$ cat src/rtl/pll_seq_pkg.sv
// pll_seq_pkg: shared types and sizing helpers for the PLL reset sequencer.
package pll_seq_pkg;

    // Sequencer states. The codes are visible on state_o for debug LEDs.
    typedef enum logic [1:0] {
        ST_PLL_RST   = 2'd0,
        ST_WAIT_LOCK = 2'd1,
        ST_STABLE    = 2'd2,
        ST_RUN       = 2'd3
    } seq_state_e;

    // Attempt counter width and its saturation value.
    localparam int unsigned          RETRY_W   = 4;
    localparam logic [RETRY_W-1:0]   RETRY_SAT = '1;

    // Largest of three cycle counts; the shared phase counter is sized for it.
    function automatic int unsigned max3(input int unsigned a,
                                         input int unsigned b,
                                         input int unsigned c);
        int unsigned m;
        m = (a > b) ? a : b;
        return (m > c) ? m : c;
    endfunction

    // Bits needed to hold terminal count (max_val - 1); never less than 1.
    function automatic int unsigned cnt_width(input int unsigned max_val);
        return (max_val < 2) ? 1 : $clog2(max_val);
    endfunction

endpackage

$ cat src/rtl/btn_debounce.sv
// btn_debounce: synchronises the raw active-low user button, filters out
// bounce, and emits a one-cycle pulse when the filtered level goes from
// released to pressed.
module btn_debounce
    import pll_seq_pkg::*;
#(
    parameter int unsigned DEBOUNCE = 270000
) (
    input  logic clk,
    input  logic rst_n,
    input  logic btn_n_i,
    output logic press_o
);

    localparam int unsigned      CNT_W    = cnt_width(DEBOUNCE);
    localparam logic [CNT_W-1:0] CNT_LAST = CNT_W'(DEBOUNCE - 1);

    logic             btn_meta_q, btn_meta_d;
    logic             btn_sync_q, btn_sync_d;
    logic [CNT_W-1:0] cnt_q, cnt_d;
    logic             level_q, level_d;
    logic             press_q, press_d;

    // Next state: shift the synchronizer, count consecutive cycles in which the
    // synchronized button disagrees with the filtered level, flip at terminal count.
    always_comb begin
        // NOTE: every signal written here gets a default first, so no path can infer a latch.
        btn_meta_d = btn_n_i;
        btn_sync_d = btn_meta_q;
        cnt_d      = '0;
        level_d    = level_q;
        press_d    = 1'b0;
        if (btn_sync_q != level_q) begin
            if (cnt_q == CNT_LAST) begin
                level_d = btn_sync_q;
                press_d = ~btn_sync_q;
            end else begin
                cnt_d = cnt_q + 1'b1;
            end
        end
    end

    // Registers; reset parks the synchronizer and the filtered level at "released".
    always_ff @(posedge clk or negedge rst_n) begin
        if (!rst_n) begin
            // NOTE: non-blocking assignments so every flop samples pre-edge values.
            btn_meta_q <= 1'b1;
            btn_sync_q <= 1'b1;
            cnt_q      <= '0;
            level_q    <= 1'b1;
            press_q    <= 1'b0;
        end else begin
            btn_meta_q <= btn_meta_d;
            btn_sync_q <= btn_sync_d;
            cnt_q      <= cnt_d;
            level_q    <= level_d;
            press_q    <= press_d;
        end
    end

    assign press_o = press_q;

endmodule

$ cat src/rtl/pll_reset_seq.sv
// pll_reset_seq: power-up / recovery sequencer for the board PLL. Pulses the
// PLL reset, waits for lock, requires lock to stay up for a programmed time
// before releasing the system reset, retries failed lock attempts and latches
// a sticky fault after too many of them. The user button re-runs the sequence.
module pll_reset_seq
    import pll_seq_pkg::*;
#(
    parameter int unsigned PLL_RST_CYCLES = 16,
    parameter int unsigned LOCK_TIMEOUT   = 27000,
    parameter int unsigned LOCK_STABLE    = 2700,
    parameter int unsigned MAX_RETRY      = 7,
    parameter int unsigned DEBOUNCE       = 270000
) (
    input  logic               clk,
    input  logic               rst_n,
    input  logic               pll_lock,
    input  logic               btn_n,
    output logic               pll_reset,
    output logic               sys_rst_n,
    output logic               fault,
    output logic [RETRY_W-1:0] retry_cnt,
    output logic [1:0]         state_o
);

    // One phase counter serves every state, so it is sized for the longest phase.
    localparam int unsigned CNT_W = cnt_width(max3(PLL_RST_CYCLES, LOCK_TIMEOUT, LOCK_STABLE));

    localparam logic [CNT_W-1:0]   RST_LAST     = CNT_W'(PLL_RST_CYCLES - 1);
    localparam logic [CNT_W-1:0]   TIMEOUT_LAST = CNT_W'(LOCK_TIMEOUT - 1);
    localparam logic [CNT_W-1:0]   STABLE_LAST  = CNT_W'(LOCK_STABLE - 1);
    // The WAIT_LOCK cycle that saw lock already counts as the first locked cycle.
    localparam logic [CNT_W-1:0]   STABLE_FIRST = CNT_W'(1);
    localparam logic [RETRY_W-1:0] RETRY_LIMIT  = RETRY_W'(MAX_RETRY);

    logic               lock_meta_q, lock_meta_d;
    logic               lock_sync_q, lock_sync_d;
    seq_state_e         state_q, state_d;
    logic [CNT_W-1:0]   cnt_q, cnt_d;
    logic [RETRY_W-1:0] retry_q, retry_d;
    logic               fault_q, fault_d;
    logic               pll_reset_q, pll_reset_d;
    logic               sys_rst_n_q, sys_rst_n_d;
    logic               btn_press;

    btn_debounce #(
        .DEBOUNCE (DEBOUNCE)
    ) u_btn_debounce (
        .clk     (clk),
        .rst_n   (rst_n),
        .btn_n_i (btn_n),
        .press_o (btn_press)
    );

    // Sequencer next state, phase counter, retry bookkeeping and registered outputs.
    always_comb begin
        lock_meta_d = pll_lock;
        lock_sync_d = lock_meta_q;
        state_d     = state_q;
        cnt_d       = cnt_q;
        retry_d     = retry_q;
        fault_d     = fault_q;

        if (fault_q) begin
            // Parked with the PLL held in reset; only a button press restarts.
            state_d = ST_PLL_RST;
            cnt_d   = '0;
            if (btn_press) begin
                fault_d = 1'b0;
                retry_d = '0;
            end
        end else begin
            unique case (state_q)
                ST_PLL_RST: begin
                    if (btn_press) begin
                        cnt_d = '0;
                    end else if (cnt_q >= RST_LAST) begin
                        state_d = ST_WAIT_LOCK;
                        cnt_d   = '0;
                    end else begin
                        cnt_d = cnt_q + 1'b1;
                    end
                end

                ST_WAIT_LOCK: begin
                    // Lock takes priority over a timeout falling in the same cycle.
                    if (lock_sync_q) begin
                        state_d = ST_STABLE;
                        cnt_d   = STABLE_FIRST;
                    end else if (cnt_q >= TIMEOUT_LAST) begin
                        retry_d = (retry_q == RETRY_SAT) ? retry_q : retry_q + 1'b1;
                        state_d = ST_PLL_RST;
                        cnt_d   = '0;
                        if (retry_d >= RETRY_LIMIT) begin
                            fault_d = 1'b1;
                        end
                    end else begin
                        cnt_d = cnt_q + 1'b1;
                    end
                end

                ST_STABLE: begin
                    if (btn_press) begin
                        state_d = ST_PLL_RST;
                        cnt_d   = '0;
                    end else if (!lock_sync_q) begin
                        state_d = ST_WAIT_LOCK;
                        cnt_d   = '0;
                    end else if (cnt_q >= STABLE_LAST) begin
                        state_d = ST_RUN;
                        cnt_d   = '0;
                    end else begin
                        cnt_d = cnt_q + 1'b1;
                    end
                end

                ST_RUN: begin
                    // Lock loss is a full re-sequence and does not count as a retry.
                    if (btn_press || !lock_sync_q) begin
                        state_d = ST_PLL_RST;
                        cnt_d   = '0;
                    end
                end
            endcase
        end

        // Outputs are decoded from the next state so they change on the same
        // edge as the state register and never glitch.
        pll_reset_d = fault_d || (state_d == ST_PLL_RST);
        sys_rst_n_d = !fault_d && (state_d == ST_RUN);
    end

    // Lock synchronizer, sequencer state and output registers.
    always_ff @(posedge clk or negedge rst_n) begin
        if (!rst_n) begin
            lock_meta_q <= 1'b0;
            lock_sync_q <= 1'b0;
            state_q     <= ST_PLL_RST;
            cnt_q       <= '0;
            retry_q     <= '0;
            fault_q     <= 1'b0;
            pll_reset_q <= 1'b1;
            sys_rst_n_q <= 1'b0;
        end else begin
            lock_meta_q <= lock_meta_d;
            lock_sync_q <= lock_sync_d;
            state_q     <= state_d;
            cnt_q       <= cnt_d;
            retry_q     <= retry_d;
            fault_q     <= fault_d;
            pll_reset_q <= pll_reset_d;
            sys_rst_n_q <= sys_rst_n_d;
        end
    end

    assign pll_reset = pll_reset_q;
    assign sys_rst_n = sys_rst_n_q;
    assign fault     = fault_q;
    assign retry_cnt = retry_q;
    assign state_o   = state_q;

endmodule

$ cat config.mk
export PLATFORM = sky130hd
export DESIGN_NAME = pll_reset_seq
export DESIGN_NICKNAME = d
export VERILOG_FILES = /design/src/rtl/pll_seq_pkg.sv /design/src/rtl/btn_debounce.sv /design/src/rtl/pll_reset_seq.sv
export SDC_FILE = /design/constraint.sdc
export NUM_CORES = 1
export LEC_CHECK = 0
export BUFFER_PORTS_ARGS = -buffer_cell sky130_fd_sc_hd__buf_2
export CORE_UTILIZATION = 55
export DETAILED_ROUTE_END_ITERATION = 12
export MAX_ROUTING_LAYER = met4
export PLACE_DENSITY = 0.86
export SYNTH_ARGS = -nofsm -noshare
export SYNTH_HDL_FRONTEND = slang
export SYNTH_SLANG_ARGS = --single-unit
$ cat constraint.sdc
create_clock -name clk -period 2.17 [get_ports clk]
set_input_delay 0.651 -clock clk [delete_from_list [all_inputs] [get_ports clk]]
set_output_delay 0.651 -clock clk [all_outputs]
set_load 0.01 [all_outputs]
==> results.json, run 1 <==
{
  "antenna_cells": 0,
  "grt_overflow": 0,
  "first_global_vias": 2174,
  "p_leak_nw": 1.482,
  "seq_area_frac_synth": 0.4516,
  "syn_to_final_growth_pct": 17.03,
  "p_per_area_nw_per_um2": 766.3,
  "violations": "negative setup slack",
  "start_util": 0.5734,
  "hold-worst-slack_ps": 313.1,
  "endpoint_kind": "flip-flop",
  "maxSlewViolCount": 0,
  "wl_per_cell_um": 16.54,
  "clock_latency_ps": 300,
  "fp.dieH_um": 72.41,
  "p_clk_frac": 0.265,
  "ys_types": 57,
  "portBuffers": 12,
  "cts.sinks": 49,
  "syn_nets": 284,
  "cts.clk_slew.worst_paths_ps": 90,
  "fin_nets": 320,
  "antenna_found_initial": 0,
  "rows": 25,
  "syn-instance-count": 277,
  "cts_tree": "done",
  "finalWirelength_um": 6300,
  "rrSetupSlack_ps": -60,
  "hold_viol_final": 0,
  "rsz0062_at_grt": "yes",
  "r2r_end": "cnt_q[11]$_DFFE_PN0P_",
  "ys_warn_count": 0,
  "place.gp.congestion": 0.8703,
  "die_area_um2": 5242,
  "worstPathRequired_ps": 2360,
  "fillCellCount": 380,
  "reg2reg_depth": 6,
  "detail-route-antenna-nets": 0,
  "critPathLaunch": "cnt_q[10]$_DFFE_PN0P_",
  "setup_tns_ps": -139.8,
  "cts.htree.levels": 2,
  "ctsHoldBuffers": 0,
  "drt_iter0_drc": 134,
  "maxCapViolCount": 0,
  "power_switching_uw": 779.0,
  "clockBufferDepth": 2,
  "finalCriticalPeriod_ps": 2231,
  "drive_above_1_share": 0.2484,
  "die_w_um": 72.41,
  "cp-start-kind": "flip-flop",
  "synth_area_um2": 2726,
  "skew_ps": 6.199,
  "swShare": 0.3186,
  "outcome": "complete, but fails checks",
  "criticalPathCategory": "reg -> reg",
  "max_slew_margin": 0.5095,
  "comb_power_share": 0.307,
  "dp_hpwl_um": 4259,
  "worstReg2RegStart": "cnt_q[10]$_DFFE_PN0P_",
  "crit_end": "cnt_q[11]$_DFFE_PN0P_",
  "pin_count": 13,
  "synth_top_area_cell": "dfrtp_1",
  "tightest_slew_ps": 717.2,
  "numCtsBuffers": 5,
  "viasPerCell": 6.131,
  "fin_crit_sh": 1.028,
  "dr.pass1.iters": 5,
  "worst_slack_ps": -60.69,
  "ir_drop_mv": 0.4165,
  "intPower_mw": 1.666,
  "ys_ff_latch": 49,
  "crit_arrival_ps": 2420,
  "synth_edf_count": 0,
  "grt_pass1_wl_um": 9887,
  "min_path_type": "in -> async",
  "clock-root-buffer": "clkbuf_8",
  "p_seq_frac": 0.428,
  "syn_avg_cell_area_um2": 9.842,
  "grt_max_degree": 28,
  "track_usage": 0.2552,
  "setup_viol": 5,
  "drc_errors": 0,
  "synthArstFlopShare": 1.000,
  "synth_ff_type": "dfrtp_1",
  "vias": 2336,
  "max_freq_mhz": 448.3,
  "synth_area_leaders": "dfrtp_1 (41%), xor2_1 (4.2%), nor2_1 (4.1%)",
  "synth_top_area_frac": 0.4130,
  "core_um2": 4755,
  "critPathMaxFanout": 8
}
worst max-delay path, cell delays in order (launching register included):
cell	delay, ps
dfrtp_2	440
or3_4	390
o41ai_2	440
o211a_1	290
buf_4	210
nor4_1	70
a211o_1	270
power groups by stage:
stage	registers, mW	clock network, mW	logic (mW)
2_1_floorplan	1.08	0	0.447
3_5_place_dp	1.06	0	0.653
6_report	1.05	0.647	0.751
5_1_grt	1.06	0.689	0.809
4_1_cts	1.04	0.654	0.662
3_3_place_gp	1.06	0	0.631
layout by cell type (no fill, tap or decap), types with 5 or more instances in the layout:
master    Yosys  layout
a21o_1       10      10
and3_1        6       6
buf_2         3      12
buf_4         0      29
clkbuf_8      0       5
dfrtp_1      45      44
nand2_1      29      29
nand3_1      15      15
nand4_1       5       5
nor2_1       30      30
nor3_1        5       5
o21ai_0       7       7
xnor2_1       6       6
xor2_1       13      13
cells in the mapped netlist (all sizes together), types with 4 or more instances:
| cell | number |
|---|---|
| a21o | 10 |
| xor2 | 13 |
| and4 | 4 |
| and3b | 4 |
| nor2 | 30 |
| nor3 | 5 |
| buf | 8 |
| a211oi | 4 |
| nand2 | 29 |
| o211ai | 5 |
| dfstp | 4 |
| o21ai | 7 |
| inv | 4 |
| clkbuf | 4 |
| and3 | 6 |
| or3 | 6 |
| xnor2 | 6 |
| o31ai | 5 |
| a21oi | 5 |
| or2 | 4 |
| dfrtp | 45 |
| nand3 | 15 |
| nand4 | 5 |
| nor4b | 5 |
| nor4 | 5 |
cell type report:
type | count | area [um2] | area share
inverters | 4 | 15.01 | 0.004706
flip-flops and latches | 49 | 1232 | 0.3863
clock inverters | 2 | 38.79 | 0.01216
clock buffers | 6 | 72.57 | 0.02275
well taps | 67 | 83.83 | 0.02627
repair buffers | 41 | 277.8 | 0.08706
multi-input cells | 212 | 1470 | 0.4608
repair_timing:
| item | CTS | global route |
|---|---|---|
| hold endpoints to repair | 0 | 0 |
| setup buffers | 0 | 2 |
| gates resized for setup | 1 | 17 |
| pin swaps | 0 | 0 |
| gates cloned | 0 | 1 |
| endpoints found under the setup margin | 1 | 11 |
flip-flops by register name (all words and copies together), names as in the netlist:
| signal | count |
|---|---|
| u_btn_debounce.press_o | 1 |
| fault | 1 |
| lock_meta_q | 1 |
| sys_rst_n | 1 |
| u_btn_debounce.btn_meta_q | 1 |
| retry_cnt | 4 |
| u_btn_debounce.btn_sync_q | 1 |
| state_o | 2 |
| pll_reset | 1 |
| lock_sync_q | 1 |
| cnt_q | 15 |
| u_btn_debounce.cnt_q | 19 |
| u_btn_debounce.level_q | 1 |
per-stage QoR:
| step | setup slack (ps) | util | std cells | total power, mW | instance area (um2) |
|---|---|---|---|---|---|
| 6_report | -60.69 | 0.6711 | 381 | 2.445 | 3191 |
| 5_1_grt | -135.6 | 0.6711 | 381 | 2.555 | 3191 |
| 4_1_cts | 18.38 | 0.6508 | 378 | 2.361 | 3094 |
| 3_5_place_dp | 24.06 | 0.6263 | 370 | 1.716 | 2978 |
| 3_3_place_gp | 47.17 | 0.6263 | 370 | 1.687 | 2978 |
| 2_1_floorplan | 31.86 | - | 277 | 1.525 | 2726 |
worst min-delay path by stage:
stage | startpoint | end | slack (ps) | cells after the start
2_1_floorplan | lock_meta_q$_DFF_PN0_ | lock_sync_q$_DFF_PN0_ | 330 | 0
3_3_place_gp | lock_meta_q$_DFF_PN0_ | lock_sync_q$_DFF_PN0_ | 340 | 0
3_5_place_dp | lock_meta_q$_DFF_PN0_ | lock_sync_q$_DFF_PN0_ | 350 | 0
4_1_cts | rst_n | cnt_q[2]$_DFFE_PN0P_ | 330 | 2
5_1_grt | rst_n | cnt_q[2]$_DFFE_PN0P_ | 340 | 2
6_report | rst_n | cnt_q[2]$_DFFE_PN0P_ | 310 | 2
routing by layer:
metal / part of all wire / track usage / routed length, um
met1: 0.42 / 0.3055 / 2621
met3: 0.049 / 0.04861 / 310
met2: 0.50 / 0.4216 / 3150
met4: 0.034 / 0.1089 / 217
met5: 0 / - / 0
cell families (layout without fill, tap and decap cells):
group / count (synthesis) / in the layout / synth area share
xor+xnor: 19 / 19 / 0.06104
compound gates: 54 / 54 / 0.1560
flops: 49 / 49 / 0.4516
buf+inv: 16 / 53 / 0.03763
mux: 3 / 3 / 0.01147
fa+ha+maj: 3 / 3 / 0.01377
simple gates: 133 / 133 / 0.2685
Power figures use the tool's default switching activity.
==> run 2, diff against run 1 <==
--- a/config.mk
+++ b/config.mk
@@ -6,10 +6,10 @@
 export NUM_CORES = 1
 export LEC_CHECK = 0
 export BUFFER_PORTS_ARGS = -buffer_cell sky130_fd_sc_hd__buf_2
-export CORE_UTILIZATION = 55
+export CORE_UTILIZATION = 65
 export DETAILED_ROUTE_END_ITERATION = 12
 export MAX_ROUTING_LAYER = met4
-export PLACE_DENSITY = 0.86
+export PLACE_DENSITY = 0.95
 export SYNTH_ARGS = -nofsm -noshare
 export SYNTH_HDL_FRONTEND = slang
 export SYNTH_SLANG_ARGS = --single-unit
==> constraint.sdc (replaced) <==
create_clock -name clk -period 2.7 [get_ports clk]
set_input_delay 0.81 -clock clk [delete_from_list [all_inputs] [get_ports clk]]
set_output_delay 0.81 -clock clk [all_outputs]
set_load 0.01 [all_outputs]
==> results.json, run 2 (synthesized netlist as in run 1, its figures left out) <==
{
  "fillCellCount": 261,
  "finalWirelength_um": 5351,
  "grt_overflow": 0,
  "track_usage": 0.2742,
  "ir_drop_mv": 0.4261,
  "die_area_um2": 4458,
  "tightest_slew_ps": 958.7,
  "pin_count": 13,
  "finalCriticalPeriod_ps": 2511,
  "core_um2": 4000,
  "dr.pass1.iters": 4,
  "p_leak_nw": 1.350,
  "start_util": 0.6816,
  "antenna_found_initial": 0,
  "globalRouteMet2Util": 0.4798,
  "largest_reg_flops": 19,
  "cts.htree.levels": 2,
  "antenna_cells": 0,
  "drive_above_1_share": 0.1414,
  "cts.sinks": 49,
  "outcome": "finished, final reports clean",
  "skew_ps": 16.31,
  "fin_crit_sh": 0.9300,
  "grt_pass1_wl_um": 8769,
  "critPathMaxFanout": 20,
  "p_per_area_nw_per_um2": 633.3,
  "crit_family": "compound AO/OA/AOI/OAI gates",
  "maxSlewViolCount": 0,
  "wl_per_cell_um": 15.74,
  "cp_slowest_stage_delay_ps": 580,
  "cpMaxStageDelayCell": "or4bb_1",
  "crit_chain": "ha_1 -> a21o_1 -> a21oi_1 -> o41ai_2 -> o211a_1 -> or4bb_1 -> o311ai_1",
  "crit_arrival_ps": 2730,
  "cp-start-kind": "flip-flop",
  "setup_tns_ps": 0,
  "maxCapViolCount": 0,
  "drt_iter0_drc": 128,
  "min_path_type": "reg -> reg",
  "hold_viol_final": 0,
  "cts.clk_slew.worst_paths_ps": 100,
  "place.gp.congestion": 0.8740,
  "first_global_vias": 2061,
  "mostFrequentLayoutCells": "dfrtp_1 (45), nor2_1 (30), nand2_1 (29), nand3_1 (15), xor2_1 (13)",
  "worstReg2RegStart": "cnt_q[0]$_DFFE_PN0P_",
  "worstPathRequired_ps": 2920,
  "hold_start": "u_btn_debounce.btn_meta_q$_DFF_PN1_",
  "viasPerCell": 6.294,
  "clockBufferDepth": 2,
  "detail-route-antenna-nets": 0,
  "max_slew_margin": 0.3444,
  "die_w_um": 66.77,
  "cts_tree": "done",
  "portBuffers": 12,
  "mostFrequentLayoutCell": "dfrtp_1",
  "critPathLaunch": "cnt_q[0]$_DFFE_PN0P_",
  "dp_hpwl_um": 3810,
  "clock-root-buffer": "clkbuf_8",
  "endpoint_kind": "flip-flop",
  "cp.buffers_inverters": 0,
  "hold-worst-slack_ps": 367.4,
  "fin_nets": 296,
  "syn_to_final_growth_pct": 7.159,
  "grt_util_met3": 0.03253,
  "rows": 23,
  "rsz0062_at_grt": "no",
  "busiest_layer": "met2",
  "criticalPathCategory": "reg -> reg",
  "grt_max_degree": 22,
  "vias": 2140,
  "grt_use_met1": 0.3047,
  "regMostFlops": "u_btn_debounce.cnt_q",
  "numCtsBuffers": 5,
  "setup_viol": 0,
  "cts_setup_buffers": 0,
  "fp.dieH_um": 66.77,
  "max_freq_mhz": 398.2,
  "drc_errors": 0,
  "clock_latency_ps": 310
}
## run 2: changes by cell type in the layout (fill, tap and decap cells not counted), moves of 2 or more
cell,before,now
nor4b_2,3,0
nor4b_1,2,5
o31ai_2,2,0
buf_4,29,5
o31ai_1,3,5
inv_6,0,2
## run 2: routing by layer
layer,part of all wire,vias up
met1,0.42,1037
met4,0.018,0
met2,0.52,58
li1,-,1033
met5,0,-
met3,0.035,12
## run 2: cell type report
class	count	area, um2	area share
clock buffers	5	68.82	0.02355
flip-flops and latches	49	1231	0.4214
clock inverters	3	47.55	0.01627
inverters	4	15.01	0.005139
multi-input cells	212	1399	0.4788
well taps	50	62.56	0.02141
repair buffers	17	97.59	0.03340
## run 2: final timing paths
kind                       depth (start not counted)                                  end  slack, ps
hold reg to reg                                    0  u_btn_debounce.btn_sync_q$_DFF_PN1_        370
min in group asynchronous                          1                      fault$_DFF_PN0_        400
hold / removal                                     0  u_btn_debounce.btn_sync_q$_DFF_PN1_        370
max in group asynchronous                          2  u_btn_debounce.btn_meta_q$_DFF_PN1_       1650
setup / recovery                                   7                cnt_q[13]$_DFFE_PN0P_        190
setup reg to reg                                   7                cnt_q[13]$_DFFE_PN0P_        190
## run 2: what timing repair did
action / 4_1_cts / 5_1_grt
resized for setup: 0 / 1
endpoints found under the setup margin: 0 / 1
hold buffers: 0 / 0
## run 2: worst register-to-register path: stages (launching register included)
cell and delay, ps:
dfrtp_1 470, ha_1 300, a21o_1 190, a21oi_1 230
o41ai_2 100, o211a_1 460, or4bb_1 580, o311ai_1 90
## run 2: through the flow
stage	instance area, um2	utilization	setup WS, ps	power (mW)	instances
final	2922	0.7304	188.9	1.850	340
after global routing	2922	0.7304	79.75	1.943	340
after CTS	2915	0.7288	210.8	1.865	340
after detailed placement	2799	0.6997	233.1	1.315	332
after global placement	2799	0.6997	364.6	1.282	332
after floorplan	2726	-	561.9	1.225	277
## run 2: where the power goes
group	leakage, nW	total [mW]	switching (mW)	internal, mW
sequential	0.656	0.874	0.0800	0.794
clock	0.0591	0.543	0.260	0.283
combinational	0.635	0.434	0.253	0.180
total	1.35	1.85	0.594	1.26
